==> config.mk <==
export PLATFORM = sky130hd
export DESIGN_NAME = bt_burst_framer
export DESIGN_NICKNAME = d
export VERILOG_FILES = /design/src/rtl/bt_pulse_pkg.sv /design/src/rtl/pulse_sync_edge.sv /design/src/rtl/bt_burst_framer.sv
export SDC_FILE = /design/constraint.sdc
export NUM_CORES = 1
export LEC_CHECK = 0
export BUFFER_PORTS_ARGS = -buffer_cell sky130_fd_sc_hd__buf_2
export CORE_AREA = 2 2 79 81
export CTS_CLUSTER_DIAMETER = 80
export CTS_CLUSTER_SIZE = 8
export DETAILED_ROUTE_END_ITERATION = 7
export DIE_AREA = 0 0 81 83
export GPL_TIMING_DRIVEN = 0
export HOLD_SLACK_MARGIN = 0.03
export REMOVE_ABC_BUFFERS = 1
export SYNTH_ARGS = -nofsm -noshare
export SYNTH_HDL_FRONTEND = slang
export SYNTH_SLANG_ARGS = --single-unit
==> constraint.sdc <==
create_clock -name clk -period 1.64 [get_ports clk]
set_input_delay 0.41 -clock clk [delete_from_list [all_inputs] [get_ports clk]]
set_output_delay 0.41 -clock clk [all_outputs]
set_load 0.01 [all_outputs]
==> src/rtl/bt_pulse_pkg.sv <==
// rtl/bt_pulse_pkg.sv - shared state type and default sizing for the beacon burst framer
package bt_pulse_pkg;

   typedef enum logic [1:0] {
      IDLE     = 2'd0,
      IN_BURST = 2'd1,
      REPORT   = 2'd2
   } burst_state_t;

   localparam int BT_CNT_W      = 8;
   localparam int BT_PER_W      = 12;
   localparam int BT_GAP_CYCLES = 2048;

endpackage

==> src/rtl/pulse_sync_edge.sv <==
// rtl/pulse_sync_edge.sv - two-flop synchronizer with a one-cycle rising-edge strobe
module pulse_sync_edge (
   input  logic clk,
   input  logic rst_n,
   input  logic d,
   output logic rise
);

   // [0],[1] form the synchronizer; [2] holds the previous synchronized level
   logic [2:0] sync_q;

   always_ff @(posedge clk or negedge rst_n) begin
      if (!rst_n) begin
         sync_q <= 3'b000;
      end else begin
         sync_q <= {sync_q[1:0], d};
      end
   end

   assign rise = sync_q[1] & ~sync_q[2];

endmodule

==> src/rtl/bt_burst_framer.sv <==
// rtl/bt_burst_framer.sv - counts pulses in a beacon burst, measures their period, reports on valid/ready
module bt_burst_framer
   import bt_pulse_pkg::*;
#(
   parameter int CNT_W      = BT_CNT_W,
   parameter int PER_W      = BT_PER_W,
   parameter int GAP_CYCLES = BT_GAP_CYCLES
) (
   input  logic             clk,
   input  logic             rst_n,
   input  logic             pulse_in,
   output logic             out_valid,
   input  logic             out_ready,
   output logic [CNT_W-1:0] out_count,
   output logic [PER_W-1:0] out_period,
   output logic             out_sat,
   output logic             overrun,
   output logic             busy
);

   localparam int GAP_W = $clog2(GAP_CYCLES);
   localparam logic [CNT_W-1:0] CNT_MAX  = '1;
   localparam logic [PER_W-1:0] PER_MAX  = '1;
   localparam logic [GAP_W-1:0] GAP_LAST = GAP_W'(GAP_CYCLES - 1);

   burst_state_t     state_q;
   logic [CNT_W-1:0] count_q;
   logic [PER_W-1:0] period_q;
   logic [GAP_W-1:0] gap_q;
   logic             sat_q;
   logic             overrun_q;
   logic             out_valid_q;
   logic             busy_q;

   logic             rise_s;
   logic [CNT_W-1:0] count_d;
   logic [PER_W-1:0] period_d;
   logic [31:0]      gap_inc;
   logic             cnt_hit;
   logic             per_hit;

   pulse_sync_edge u_sync (
      .clk   (clk),
      .rst_n (rst_n),
      .d     (pulse_in),
      .rise  (rise_s)
   );

   // Period is measured in a wide domain so it saturates independently of the gap width
   always_comb begin
      gap_inc  = 32'(gap_q) + 32'd1;
      per_hit  = (gap_inc >= 32'(PER_MAX));
      period_d = per_hit ? PER_MAX : PER_W'(gap_inc);
      count_d  = (count_q == CNT_MAX) ? CNT_MAX : count_q + CNT_W'(1);
      cnt_hit  = (count_d == CNT_MAX);
   end

   always_ff @(posedge clk or negedge rst_n) begin
      if (!rst_n) begin
         state_q     <= IDLE;
         count_q     <= '0;
         period_q    <= '0;
         gap_q       <= '0;
         sat_q       <= 1'b0;
         overrun_q   <= 1'b0;
         out_valid_q <= 1'b0;
         busy_q      <= 1'b0;
      end else begin
         case (state_q)
            IDLE: begin
               if (rise_s) begin
                  state_q  <= IN_BURST;
                  count_q  <= CNT_W'(1);
                  period_q <= '0;
                  gap_q    <= '0;
                  sat_q    <= 1'b0;
                  busy_q   <= 1'b1;
               end
            end
            IN_BURST: begin
               // An edge on the expiry cycle keeps the burst open
               if (rise_s) begin
                  count_q  <= count_d;
                  period_q <= period_d;
                  sat_q    <= sat_q | cnt_hit | per_hit;
                  gap_q    <= '0;
               end else if (gap_q == GAP_LAST) begin
                  state_q     <= REPORT;
                  out_valid_q <= 1'b1;
               end else begin
                  gap_q <= gap_q + GAP_W'(1);
               end
            end
            REPORT: begin
               if (rise_s) begin
                  overrun_q <= 1'b1;
               end
               if (out_ready) begin
                  state_q     <= IDLE;
                  out_valid_q <= 1'b0;
                  busy_q      <= 1'b0;
               end
            end
            default: begin
               state_q     <= IDLE;
               out_valid_q <= 1'b0;
               busy_q      <= 1'b0;
            end
         endcase
      end
   end

   assign out_valid  = out_valid_q;
   assign out_count  = count_q;
   assign out_period = period_q;
   assign out_sat    = sat_q;
   assign overrun    = overrun_q;
   assign busy       = busy_q;

endmodule

# Yosys cells after proc, flatten, opt, wreduce, memory -nomap -nowiden
# Cells that the tools add are included.
# totals
register_bits	40
output_inout_bits	24
wordCells	64
latchBits	0
n_memories	0
inputBits	4
romBits	0
ramBits	0
# classes
div_mod_pow	0
mux	26
magnitude_cmp	1
shift	0
add_sub_neg	3
n_reduce_logical	8
bitwise	6
n_eq_ne	11
n_mul	0
# op_table
op	n
$mux W12	3
$mux W11	3
$mux W8	3
$pmux W12 S2	1
$pmux W11 S2	1
$eq A8 B8 Y1 const B	2
$pmux W8 S2	1
$add A11 B1 Y12 const B	1
$ge A12 B12 Y1 const B	1
$add A11 B1 Y11 const B	1
$eq A11 B11 Y1 const B	1
$ne A2 B2 Y1 const B	5
$reduce_and A3 Y1	3
$add A8 B1 Y8 const B	1
$mux W2	4
$reduce_and A4 Y1	2
$mux W1	6
$pmux W1 S3	2
$pmux W2 S3	1
$ne A3 B3 Y1 const B	1
$not A1 Y1	3
$eq A2 B1 Y1 const B	1
$eq A2 B2 Y1 const B	1
$logic_not A2 Y1	1
other kinds (5)	6

# Longest topological paths before layout
# Gate-level depths: netlist of run 1.
# depth
ltp_word	7
depth_mapped	7
ltp_nobuf	5

# Modules after synthesis
# A second synthesis of run 1 with hierarchy kept.
# hier_totals
hier_cells	206
area_unflattened_um2	1971.9
# modules_own_cells
mod	seq_area_each_um2	n_inst	cells_each	area_per_inst_um2
bt_burst_framer	925.9	1	202	1883.1
pulse_sync_edge	75.1	1	4	88.8

# Least setup slack after synthesis of run 1
# OpenSTA, ideal clock, no wires.
# synth_timing
path_kind	register to register
start	register gap_q[0]
end	register gap_q[1]
arrival_time_ns	1.559
required_ns	1.505
synth_period_minus_slack_ns	1.694
n_path_buf	1
slack_ns	-0.054
stages_incl_launch_ff	7
setup_time_ns	0.135
path_cell_list	dfrtp_1 ha_1 and3_1 buf_6 a31o_2 a21oi_4 o22ai_1
# synth_between
elab_chain_cells	4
word_cells_on_any_way	7
classes_between	1 x add/sub; 2 x eq/ne; 3 x mux; 1 x reduce/logical
# synth_rtl
item	line_no	text
from (decl)	bt_burst_framer.sv:29	logic [GAP_W-1:0] gap_q;
from (signal assigned)	bt_burst_framer.sv:91	gap_q <= gap_q + GAP_W'(1);
$add A11 B1 Y11	bt_burst_framer.sv:91	
$mux W11	bt_burst_framer.sv:87	end else if (gap_q == GAP_LAST) begin
$mux W11	bt_burst_framer.sv:82	if (rise_s) begin
$pmux W11 S2	bt_burst_framer.sv:69	case (state_q)
# Several ways; a longest one is shown, not always the timed one. The select of a mux whose other input is x is not followed.
# A chain may end at the register's enable or synchronous reset.

# Worst setup path in the final report of run 1
# layout_timing
start	register gap_q[0]
end	register gap_q[7]
# Same word-level chain as after synthesis.

==> results of run 1 <==
## critical path, delay by kind of cell (launching register included)
| family | cells | cell delay [ps] |
|---|---|---|
| AOI/OAI and AO/OA | 3 | 460 |
| DFF | 1 | 440 |
| and+or+nand+nor | 1 | 210 |
| adders and majority gates | 1 | 190 |
| buffers and inverters | 1 | 140 |
## power groups by stage
stage / Combinational (mW) / Sequential [mW] / Clock, mW
2_1_floorplan: 0.342 / 1.38 / 0
3_3_place_gp: 0.574 / 1.37 / 0
3_5_place_dp: 0.584 / 1.38 / 0
4_1_cts: 0.645 / 1.34 / 0.723
5_1_grt: 0.770 / 1.39 / 0.770
6_report: 0.678 / 1.36 / 0.689
## Yosys cell counts (2+ instances only)
master      n
a21oi_1     9
a31o_2      3
a31oi_1    13
a32o_1      2
a41oi_1     2
and3_1      3
and4_1      2
buf_2       5
buf_4       2
buf_6       3
dfrtp_1    40
ha_1        3
inv_1       9
nand2_1    21
nand3_1    15
nand3_2     2
nand4_1     3
nor2_1     13
nor3_1      6
nor3_4      2
o211ai_1    3
o21ai_0    15
o22ai_1     2
o2bb2ai_1   3
o31ai_1     6
xnor2_1    10
xor2_1      2
## what timing repair did
| item | 4_1_cts | 5_1_grt |
|---|---|---|
| gates cloned | 0 | 0 |
| resized for setup | 7 | 8 |
| setup endpoints to repair | 33 | 17 |
| pin swaps | 4 | 0 |
| setup buffers | 7 | 1 |
## layout make-up
class	instances	share of cell area
multi-input combinational	153	0.411
sequential	40	0.407
timing repair buffer	35	0.0889
tap	75	0.0379
clock buffer	6	0.0334
inverter	10	0.0152
clock inverter	2	0.00606
## through the flow
| step | std cells | power (mW) |
|---|---|---|
| floorplan | 203 | 1.73 |
| global placement | 305 | 1.94 |
| detailed placement | 305 | 1.96 |
| CTS | 320 | 2.71 |
| global route | 321 | 2.93 |
| finish | 321 | 2.73 |
## logic make-up (layout without fill, tap and decap cells)
group	count (synthesis)	in the layout	share of synthesized area
AO/OA/AOI/OAI	63	63	0.201
XOR/XNOR	12	12	0.0502
adder cells (fa/ha/maj)	3	3	0.0179
buffers and inverters	21	53	0.0550
flip-flops	40	40	0.478
multiplexers	1	1	0.00478
AND/OR/NAND/NOR	74	74	0.193
## flip-flops by register name, indices dropped and copies added, names as in the netlist
| register | flops |
|---|---|
| busy | 1 |
| overrun | 1 |
| out_sat | 1 |
| out_period | 12 |
| out_count | 8 |
| u_sync.sync_q | 3 |
| out_valid | 1 |
| gap_q | 11 |
| state_q | 2 |
## worst max path at each step
stage                                        start                        to  depth (start not counted)
after floorplan               gap_q[0]$_DFFE_PN0P_      gap_q[1]$_DFFE_PN0P_                          5
final                         gap_q[0]$_DFFE_PN0P_      gap_q[7]$_DFFE_PN0P_                          6
after detailed placement      gap_q[0]$_DFFE_PN0P_      gap_q[8]$_DFFE_PN0P_                          5
after global placement        gap_q[0]$_DFFE_PN0P_      gap_q[7]$_DFFE_PN0P_                          5
after global routing        state_q[1]$_DFFE_PN0P_  out_count[0]$_DFFE_PN0P_                          4
after CTS                 out_count[0]$_DFFE_PN0P_       out_sat$_DFFE_PN0P_                          5
## routing by layer
metal,vias to the layer above,share of wire,GRT usage
li1,845,-,-
met1,832,0.48,0.206
met2,38,0.47,0.228
met3,5,0.036,0.0272
met4,0,0.013,0.0539
met5,-,0,0
==> reports/summary.txt, run 1 <==
Outcome - completed
Clock sink total - 40
Final ANT Viol Nets - 0
Post-synth top area share - 0.478
HP Class - input port to flip-flop
# DRC - 0
Antenna diodes - 0
Drt pass-1 iters - 4
Internal - 1.82 mW
Std-Cell Rows - 28
CP peak stage delay - 440 ps
Final Net Count - 252
Fillers - 585
Min-delay src - pulse_in
Placer Congestion - 0.830
PwrDens - 1100 mW/mm2
Ys flop type - dfrtp_1
Final hold violations - 0
Cell taking the most area after synthesis - dfrtp_1
Switching portion of total power - 0.332
Crit path DAT - 1740 ps
Clock power share - 0.253
CP startpoint kind - flip-flop
Final Util - 0.426
CTS Buf Count - 5
Asr flop ratio synth - 1.00
Gate power share - 0.249
Critical Path RT - 1790 ps
Worst Reg-to-Reg Cells - 6
Most frequent cells in the layout - 34 x dfrtp_1, 27 x buf_2, 20 x nand2_1
CTS max path bufs - 2
Avg WL per Cell - 14.5 um
Synth Cell Area - 0.00209 mm2
Cells after Synth - 214
Worst r2r src - gap_q[0]$_DFFE_PN0P_
Reg-to-reg slack, setup - 60 ps
Number of synthesized flops with an enable pin - 0
Max-Slew Margin vs Limit - 0.392
Setup TNS - 0 ps
Tmin final - 1580 ps
Final setup viols - 0
CP max FO - 10
Dominant cells by area after synthesis - dfrtp_1 48%, xnor2_1 4.2%, a31oi_1 3.9%, nand2_1 3.8%, nand3_1 3.6%
Initial antenna violation count - 0
First-pass GRT wire length - 7890 um
H-Tree Depth - 2
Die H - 83 um
Register area - 0.00101 mm2
Final setup margin - 58.2 ps
Overflow after GRT - 0
Yosys warns - 0
Placed inst area - 0.00224 mm2
Worst Hold End - u_sync.sync_q[0]$_DFF_PN0_
Overall Global Routing Usage - 0.148
PortBufs - 27
R2r endpoint - gap_q[7]$_DFFE_PN0P_
Post-synthesis register bit count - 40
I/O pin count - 28
Clk_skew - 3.76 ps
Flop pwr share - 0.499
Max cap viols - 0
Initial core utilization - 0.360
Largest net degree at the start of global routing - 41
Starting DRT DRC Count - 176
Fmax - 632 MHz
Post-layout instance area - 0.00248 mm2
Commonest non-fill, non-tap cell in the layout - dfrtp_1
Root Driver - clkbuf_8
Critical path capture point type - flip-flop
Die footprint - 0.00672 mm2
Routed WL - 4660 um
Hold WS - 222 ps
HPWL after DPL - 2970 um
Slowest CP cell - dfrtp_2
Share of layout cells above drive strength 1 - 0.272
Pins over their slew limit - 0
P&R area growth vs syn - 18.4%
Post-CTS Hold Buffers - 0
Worst-margin pin slew - 912 ps
Syn_area_per_cell - 9.78 um2
Core ar. - 0.00582 mm2
Distinct cell type count after synthesis - 42
Maximum VDD drop - 0.000501 V
Crit path kind - flip-flop to flip-flop
Hold depth - 1
Multi-input gate area - 0.00102 mm2
Clock transition at the registers of the reported paths - 80 ps
DR vias - 1,720
Number of global-route vias before repair - 1,637
Dpl ws - -267 ps
Worst-path cell chain - ha_4 > and3_4 > a31o_2 > a21oi_4 > buf_12 > a31oi_1
Worst skew pair latency - 290 ps
CTS tree - done
Total leakage power - 1.08 nW
Net Switching - 0.906 mW
DR vias/cell - 5.36
Die width - 81 um
Register area share after synthesis - 0.478
Period utilization - 0.964
No activity file was read; power rests on OpenSTA's default activity.
==> run 2: changes to the inputs <==
--- a/config.mk
+++ b/config.mk
@@ -5,7 +5,7 @@
 export SDC_FILE = /design/constraint.sdc
 export NUM_CORES = 1
 export LEC_CHECK = 0
-export BUFFER_PORTS_ARGS = -buffer_cell sky130_fd_sc_hd__buf_2
+export BUFFER_PORTS_ARGS = -buffer_cell sky130_fd_sc_hd__buf_4
 export CORE_AREA = 2 2 79 81
 export CTS_CLUSTER_DIAMETER = 80
 export CTS_CLUSTER_SIZE = 8
==> constraint.sdc (replaced) <==
create_clock -name clk -period 1.34 [get_ports clk]
set_input_delay 0.335 -clock clk [delete_from_list [all_inputs] [get_ports clk]]
set_output_delay 0.335 -clock clk [all_outputs]
set_load 0.01 [all_outputs]
==> run 2 against run 1 <==
The flow now finishes with violations (setup timing); total power is 32% higher; sequential cell count did not move; sequential share of layout area is 5.6 points lower; critical endpoint is now out_sat$_DFFE_PN0P_; largest cell class unchanged; highest routed layer unchanged.
==> reports/summary.txt, run 2 (synthesis results as in run 1) <==
Net Switching - 1.20 mW (+32%)
Worst Reg-to-Reg Cells - 5 (-1)
Worst r2r src - out_count[0]$_DFFE_PN0P_
P&R area growth vs syn - 37.9%
HP Class - input port to asynchronous set/reset pin
PwrDens - 1250 mW/mm2 (+13%)
Drt pass-1 iters - 5 (+1)
Root Driver - clkbuf_8
Die footprint - 0.00672 mm2 (unchanged)
R2r endpoint - out_sat$_DFFE_PN0P_
CP startpoint kind - flip-flop
Pins over their slew limit - 0 (unchanged)
Clock transition at the registers of the reported paths - 80 ps (about the same)
CP max FO - 2 (-8)
Initial core utilization - 0.360 (unchanged)
CTS tree - done
Maximum VDD drop - 0.000674 V (+35%)
Clock sink total - 40 (unchanged)
Antenna diodes - 0 (unchanged)
Switching portion of total power - 0.334 (+0.00172)
Reg-to-reg slack, setup - -200 ps (-250 ps)
Total leakage power - 1.26 nW (+17%)
DR vias/cell - 5.41 (+1.0%)
Final ANT Viol Nets - 0 (unchanged)
Max cap viols - 0 (unchanged)
Internal - 2.39 mW (+31%)
Fillers - 544 (-7.0%)
PortBufs - 27 (unchanged)
Share of layout cells above drive strength 1 - 0.420 (+0.147)
Dpl ws - -568 ps (-300 ps)
Routed WL - 5150 um (+11%)
Hold WS - 6.76 ps (-215 ps)
HPWL after DPL - 3010 um (+1.2%)
Overflow after GRT - 0 (unchanged)
Final Net Count - 281 (+12%)
Number of global-route vias before repair - 1,770 (+8.1%)
Worst-path cell chain - ha_4 > inv_2 > o32ai_2 > o2111ai_2 > o31ai_1
CP peak stage delay - 430 ps (about the same)
Placer Congestion - 0.824 (-0.70%)
Tmin final - 1540 ps (-45.7 ps)
Core ar. - 0.00582 mm2 (unchanged)
Slowest CP cell - dfrtp_2
Worst-margin pin slew - 508 ps (-404 ps)
Gate power share - 0.317 (+0.068)
Starting DRT DRC Count - 84 (-52%)
H-Tree Depth - 2 (unchanged)
First-pass GRT wire length - 8370 um (+6.1%)
Flop pwr share - 0.469 (-0.030)
Crit path DAT - 1740 ps (about the same)
Failing checks - setup timing
Critical Path RT - 1550 ps (-240 ps)
Fmax - 651 MHz (+3.0%)
Period utilization - 1.15 (+0.182)
Largest register FFs - 12 (unchanged)
Overall Global Routing Usage - 0.158 (+0.00936)
Final hold violations - 0 (unchanged)
Commonest non-fill, non-tap cell in the layout - buf_4
Outcome - complete, but fails checks
Initial antenna violation count - 0 (unchanged)
Die H - 83 um (unchanged)
Crit path kind - flip-flop to flip-flop
Max-Slew Margin vs Limit - 0.661 (+0.269)
Final setup margin - -196 ps (-254 ps)
I/O pin count - 28 (unchanged)
Most frequent cells in the layout - 55 x buf_4, 30 x dfrtp_1, 20 x nand2_1
Die width - 81 um (unchanged)
Critical path capture point type - flip-flop
DR vias - 1,889 (+9.8%)
CTS max path bufs - 2 (unchanged)
Clk_skew - 9.03 ps (+5.27 ps)
CTS Buf Count - 5 (unchanged)
Clock power share - 0.214 (-0.039)
Avg WL per Cell - 14.8 um (+1.7%)
Worst skew pair latency - 300 ps (about the same)
Largest net degree at the start of global routing - 41 (unchanged)
Std-Cell Rows - 28 (unchanged)
# DRC - 0 (unchanged)
Final setup viols - 25 (+25)
RSZ-0062 raised after global routing - true
## run 2: what timing repair did
item                                    4_1_cts  5_1_grt
pin swaps                                    16       14
endpoints found under the setup margin       35       37
resized for setup                            29       28
hold buffers                                  0        0
gates cloned                                  1        0
setup buffers                                23       13
## run 2: metrics by stage
stage	instances	utilization	power [mW]	setup TNS [ps]	cell area, um2
2_1_floorplan	203	-	2.11	-4670	2010
3_3_place_gp	305	0.397	2.45	-13690	2310
3_5_place_dp	305	0.397	2.48	-13780	2310
4_1_cts	336	0.462	3.47	-1780	2690
5_1_grt	349	0.496	3.82	-4240	2890
6_report	349	0.496	3.59	-2510	2890
## run 2: cell type report
class / instances / area (um2) / area share
Clock buffer: 6 / 72.6 / 0.0252
Clock inverter: 1 / 5.00 / 0.00173
Inverter: 10 / 37.5 / 0.0130
Multi-Input combinational cell: 154 / 1160 / 0.402
Sequential cell: 40 / 1010 / 0.351
Tap cell: 75 / 93.8 / 0.0325
Timing Repair Buffer: 63 / 503 / 0.174
## run 2: worst max-delay path by stage
stage,from,end,slack (ps),cells past startpoint
CTS,gap_q[1]$_DFFE_PN0P_,gap_q[7]$_DFFE_PN0P_,-160,5
detailed placement,gap_q[0]$_DFFE_PN0P_,gap_q[8]$_DFFE_PN0P_,-570,5
finish,out_count[0]$_DFFE_PN0P_,out_sat$_DFFE_PN0P_,-200,5
global placement,gap_q[0]$_DFFE_PN0P_,gap_q[7]$_DFFE_PN0P_,-540,5
floorplan,gap_q[0]$_DFFE_PN0P_,gap_q[1]$_DFFE_PN0P_,-310,5
global route,out_count[1]$_DFFE_PN0P_,out_sat$_DFFE_PN0P_,-250,6
## run 2: power by group through the flow
stage | registers, mW | logic, mW | clock network, mW
2_1_floorplan | 1.69 | 0.419 | 0
3_3_place_gp | 1.68 | 0.772 | 0
3_5_place_dp | 1.69 | 0.788 | 0
4_1_cts | 1.67 | 1.02 | 0.784
5_1_grt | 1.72 | 1.26 | 0.838
6_report | 1.69 | 1.14 | 0.769
## run 2: routing by layer
| metal | up-vias | GRT usage | share of wire | wire length, um |
|---|---|---|---|---|
| met5 | - | 0 | 0 | 0 |
| met4 | 0 | 0.0586 | 0.013 | 65 |
| met3 | 6 | 0.0370 | 0.046 | 236 |
| met2 | 51 | 0.242 | 0.48 | 2480 |
| met1 | 921 | 0.214 | 0.46 | 2370 |
| li1 | 911 | - | - | - |
## run 2: critical path: cells and delay by family, from the launching register on
family	cells	cell delay [ps]
flip-flops	1	430
AO/OA/AOI/OAI	3	710
adder cells (fa/ha/maj)	1	280
buffers and inverters	1	30
